[src/rtl/regfile_sb.sv]
// regfile_sb: multi-port register file with a per-register pending scoreboard,
// optional write-to-read forwarding and a sequential whole-file clear sweep.
// Register 0 is hardwired to zero and can never be reserved.

module regfile_sb #(
  parameter int XLEN   = 32,
  parameter int NREGS  = 32,
  parameter int NRD    = 2,
  parameter int BYPASS = 1,
  localparam int AW    = $clog2(NREGS)
) (
  input  logic                clk,
  input  logic                reset,
  input  logic                we,
  input  logic [AW-1:0]       wa,
  input  logic [XLEN-1:0]     wd,
  input  logic [NRD*AW-1:0]   ra,
  output logic [NRD*XLEN-1:0] rd,
  output logic [NRD-1:0]      rbusy,
  input  logic                rsv_valid,
  input  logic [AW-1:0]       rsv_addr,
  input  logic                clr_req,
  output logic                clr_busy,
  output logic                clr_done
);

  // Clear sweep controller states
  localparam logic [0:0] IDLE  = 1'b0;
  localparam logic [0:0] SWEEP = 1'b1;

  // Highest register index; the sweep ends after zeroing this one
  localparam logic [AW-1:0] LAST_IDX = AW'(NREGS - 1);

  // Storage and scoreboard
  logic [XLEN-1:0]  regs [NREGS];
  logic [NREGS-1:0] pending;

  // Sweep controller state
  logic [0:0]    state;
  logic [0:0]    state_next;
  logic [AW-1:0] idx;
  logic [AW-1:0] idx_next;
  logic          done_next;

  // Qualified requests: address 0 is never written or reserved, and the
  // sweep owns the array exclusively while it runs.
  logic sweeping;
  logic wr_ok;
  logic rsv_ok;

  assign sweeping = (state == SWEEP);
  assign clr_busy = sweeping;
  assign wr_ok    = we && (wa != '0) && !sweeping;
  assign rsv_ok   = rsv_valid && (rsv_addr != '0) && !sweeping;

  // Next-state logic for the clear sweep (index starts at 1, reg 0 is constant)
  always_comb begin
    state_next = state;
    idx_next   = idx;
    done_next  = 1'b0;
    case (state)
      IDLE: begin
        if (clr_req) begin
          state_next = SWEEP;
          idx_next   = AW'(1);
        end
      end
      SWEEP: begin
        if (idx == LAST_IDX) begin
          state_next = IDLE;
          idx_next   = '0;
          done_next  = 1'b1;
        end else begin
          idx_next = idx + AW'(1);
        end
      end
      default: begin
        state_next = IDLE;
        idx_next   = '0;
      end
    endcase
  end

  // Sweep controller registers; clr_done is a registered one-cycle pulse
  always_ff @(posedge clk or negedge reset) begin
    if (!reset) begin
      state    <= IDLE;
      idx      <= '0;
      clr_done <= 1'b0;
    end else begin
      state    <= state_next;
      idx      <= idx_next;
      clr_done <= done_next;
    end
  end

  // Register array: sweep zeroing takes priority, otherwise accepted writes
  always_ff @(posedge clk or negedge reset) begin
    if (!reset) begin
      for (int r = 0; r < NREGS; r++) begin
        regs[r] <= '0;
      end
    end else if (sweeping) begin
      regs[idx] <= '0;
    end else if (wr_ok) begin
      regs[wa] <= wd;
    end
  end

  // Scoreboard: a write clears its pending bit, but a reservation issued in
  // the same cycle to the same register is assigned last and therefore wins.
  always_ff @(posedge clk or negedge reset) begin
    if (!reset) begin
      pending <= '0;
    end else if (sweeping) begin
      pending[idx] <= 1'b0;
    end else begin
      if (wr_ok) begin
        pending[wa] <= 1'b0;
      end
      if (rsv_ok) begin
        pending[rsv_addr] <= 1'b1;
      end
    end
  end

  // Combinational read ports with optional forwarding of the in-flight write
  for (genvar i = 0; i < NRD; i++) begin : g_rd
    logic [AW-1:0] addr;
    logic          hit;

    assign addr = ra[i*AW +: AW];
    assign hit  = (BYPASS != 0) && wr_ok && (wa == addr);

    assign rd[i*XLEN +: XLEN] = (addr == '0) ? '0 :
                                hit          ? wd :
                                               regs[addr];

    assign rbusy[i] = pending[addr] && !hit;
  end

endmodule

[config.mk]
export PLATFORM = sky130hd
export DESIGN_NAME = regfile_sb
export DESIGN_NICKNAME = d
export VERILOG_FILES = /design/src/rtl/regfile_sb.sv
export SDC_FILE = /design/constraint.sdc
export NUM_CORES = 2
export LEC_CHECK = 0
export BUFFER_PORTS_ARGS = -buffer_cell sky130_fd_sc_hd__buf_2
export CELL_PAD_IN_SITES_DETAIL_PLACEMENT = 1
export CELL_PAD_IN_SITES_GLOBAL_PLACEMENT = 2
export CORE_MARGIN = 2
export CORE_UTILIZATION = 30
export DETAILED_ROUTE_END_ITERATION = 6
export PLACE_DENSITY = 0.6
export SYNTH_ARGS = -nofsm -noshare
export SYNTH_HDL_FRONTEND = slang
export SYNTH_SLANG_ARGS = --single-unit
[constraint.sdc]
create_clock -name clk -period 3.2 [get_ports clk]
set_clock_uncertainty 0.15 [all_clocks]
set_input_delay 0.64 -clock clk [delete_from_list [all_inputs] [get_ports clk]]
set_output_delay 0.64 -clock clk [all_outputs]
set_load 0.1 [all_outputs]
==> flow_summary.ini <==
[floorplan]
die_area_sq_um = 190400
fp-row-count = 158
die_width_um = 436.4
coreArea_sq_um = 185600
start_util = 0.3021
ios = 125
die_h_um = 436.4

[sta]
grt_setup_unrepaired = yes
setup_viol_count_final = 66
setup_ws_ps = -541.6
fin_crit_sh = 1.169
max_clock_freq_mhz = 267.3
tightest_slew_ps = 1064
final_max_slew_viol_count = 0
hold_viol = 0
relSlewSlack = 0.2903
fin_crit_ps = 3742

[finish]
fin_cells = 7129
fin_area_sq_um = 71120
final_util = 0.3831
area_delta_synth_final_pct = 26.81
fin_nets = 4607
drive_above_1_share = 0.3410

[grt]
gr-total-overflow = 0
grt_use_met1 = 0.3434
grt-busiest-layer = met2
track_usage = 0.2661
grt_pass1_wl_um = 367000
grt_start_max_net_pins = 115
antenna_found_initial = 5
grt_util_met3 = 0.04212
grtUsageMet2 = 0.4425
grt_pass1_vias = 46540

[min_path]
hold_path_class = in -> reg
worstHoldEndpoint = pending[10]
hp-start = rsv_addr[3]
worstHoldPathCells = 4

[setup_path]
crit_fanout = 16
regToRegEndpoint = regs[910]
regToRegStartpoint = clr_busy
rrSetupSlack_ps = 520
worstSetupPathType = reg -> out
worstPathArrival_ps = 2950
worstPathRequired_ps = 2410
end_kind = primary output
critPathLaunchType = flip-flop
reg2reg_depth = 7

[clocking]
clock-sinks = 1063
cts_tree = yes
clk_path_buf_depth = 3
h-tree-depth = 4
clock-root-buffer = clkbuf_16
cts_buffers = 130
path_clk_slew_ps = 60
insertion_delay_ps = 770

[power]
p_seq_frac = 0.383
power_density_nw_per_um2 = 631.8
p_clk_frac = 0.342
switching_share = 0.3310
combPwrFrac = 0.274
p_int_mw = 30.06
power.total_mw = 44.94
p_leak_nw = 31.25
switchingPower_mw = 14.87
vdd_drop_max_mv = 0.4253

[yosys]
ys_seq_area_frac = 0.4743
synth_warnings = 0
synth_area_sq_um = 56090
synth_edf_count = 0
ys.flop_type = dfrtp_1
synth_cell_types = 57
synthArstFlopShare = 1.000
synth_area_per_cell_sq_um = 13.06
ys_ff_latch = 1063
syn_inst = 4295
syn-num-nets = 4357

[placed_design]
place.gp.congestion = 0.8681
dpl_cell_area_sq_um = 65930
dp_slack_ps = -485.9
hpwl_um = 160300
dp.cells = 6859
port_buffers = 124

[detailed_routing]
drc = 0
viasPerCell = 6.245
vias = 44520
ant_nets = 0
first_pass_iters = 5
drtIter0Drc = 4475
wire_per_inst_um = 36.08
drt_wl_total_um = 257200

[run_status]
violations = negative setup slack
outcome = finished with violations

[job]
cap_violations = 0
sequential cells by signal, indices dropped and copies added (netlist names):
register	count
regs	1024
pending	32
idx	5
clr_busy	1
clr_done	1
worst max-delay path: stages, from the launching register on:
cell,delay [ps]
dfrtp_4,470
nand2b_4,180
a21o_4,200
or4_4,470
buf_12,200
buf_12,190
a31oi_4,220
buf_12,210
kinds of logic (layout without fill, tap and decap cells):
group | Yosys count | after routing | synth area share
fa+ha+maj | 5 | 5 | 0.001115
xor+xnor | 12 | 12 | 0.001874
buf+inv | 614 | 964 | 0.04914
flops | 1063 | 1063 | 0.4743
simple gates | 429 | 429 | 0.04185
compound gates | 1513 | 1513 | 0.2224
other cells | 0 | 4 | 0
mux | 659 | 659 | 0.2093
metal layers:
metal  routed length, um  vias up
li1                    -    17790
met1              104500    24430
met2              126200     1815
met3               15020      494
met4               11540        0
met5                   0        -
layout make-up:
type | instances | area, sq um
Sequential cell | 1063 | 26600
Antenna cell | 4 | 10.01
Inverter | 10 | 37.54
Fill cell | 18880 | 114500
Multi-Input combinational cell | 2618 | 28300
Clock inverter | 38 | 450.4
Tap cell | 2480 | 3103
Timing Repair Buffer | 722 | 8707
Clock buffer | 194 | 3913
timing repair:
action	CTS	global route
endpoints found under the setup margin	66	66
pin swaps	25	7
endpoints found under the hold margin	138	0
gates resized for setup	63	16
hold buffers	2	0
cloned	5	1
buffers inserted	22	7
power groups by stage:
stage	combinational, mW	clock [mW]	sequential (mW)
final	12.3	15.4	17.2
after global routing	12.8	16.2	17.4
after CTS	12.3	15.7	17.1
after detailed placement	12.0	0	17.3
after global placement	11.9	0	17.2
after floorplan	7.11	0	16.8
layout by cell type (no fill, tap or decap), types with 8 or more instances in the layout:
master,count
dfrtp_1,1062
o31ai_1,19
a22o_1,1025
o22a_1,32
clkbuf_8,27
a21oi_1,57
o221ai_1,31
nor4_1,27
clkbuf_1,30
buf_4,398
nand2_1,64
mux2i_1,192
or3_1,56
and3_2,23
nor2_1,102
clkbuf_16,138
buf_12,246
o22ai_1,85
and2_1,8
o211ai_1,64
mux2_2,62
buf_16,10
a221oi_1,31
clkinv_2,22
a22oi_1,34
o311a_4,31
buf_2,51
mux4_2,405
a31oi_4,31
nor2b_1,67
a21oi_4,31
o31ai_2,10
metrics by stage:
stage,TNS [ps],hold slack (ps)
6_report,-30900,115.4
5_1_grt,-35700,130.3
4_1_cts,-33020,68.96
3_5_place_dp,-23650,346.8
3_3_place_gp,-23880,343.3
2_1_floorplan,-6675,194.4
synthesized netlist by cell type (4+ instances only):
cell type,number,area share
nor3_1,9,0.00080
nand2_1,69,0.0046
o211ai_1,64,0.0086
o22a_1,32,0.0050
inv_1,7,0.00047
a22o_1,1025,0.16
mux4_2,405,0.16
buf_1,55,0.0037
nor2b_1,67,0.0075
dfrtp_1,1063,0.47
and3_1,28,0.0031
a221oi_1,31,0.0048
o311a_1,31,0.0055
and3b_1,5,0.00078
ha_1,5,0.0011
a21oi_1,83,0.0074
a211oi_1,5,0.00067
o22ai_1,93,0.010
a21oi_2,5,0.00078
mux2_2,62,0.012
buf_2,149,0.013
o221ai_1,31,0.0048
or3_1,63,0.0070
o21ai_0,5,0.00045
xor2_1,5,0.00078
nand3_1,7,0.00062
a31oi_1,33,0.0037
nor2_1,107,0.0072
and2_1,9,0.0010
buf_4,36,0.0048
nor4_1,33,0.0037
clkbuf_1,345,0.023
nand2b_1,9,0.0010
mux2i_1,192,0.034
xnor2_1,7,0.0011
o31ai_1,31,0.0041
a22oi_1,34,0.0046
nor4_4,4,0.0015
buf_6,17,0.0034
worst max path at each step:
stage                        start  endpoint  slack, ps  depth (start not counted)
final                     clr_busy    rd[40]       -540                          7
after detailed placement     ra[4]    rd[17]       -490                          9
after global placement       ra[0]    rd[28]       -460                          9
after global routing      clr_busy    rd[42]       -620                          7
after CTS                 clr_busy    rd[34]       -590                          6
after floorplan           clr_busy    rd[62]       -830                          7
(Power assumes the default switching activity.)
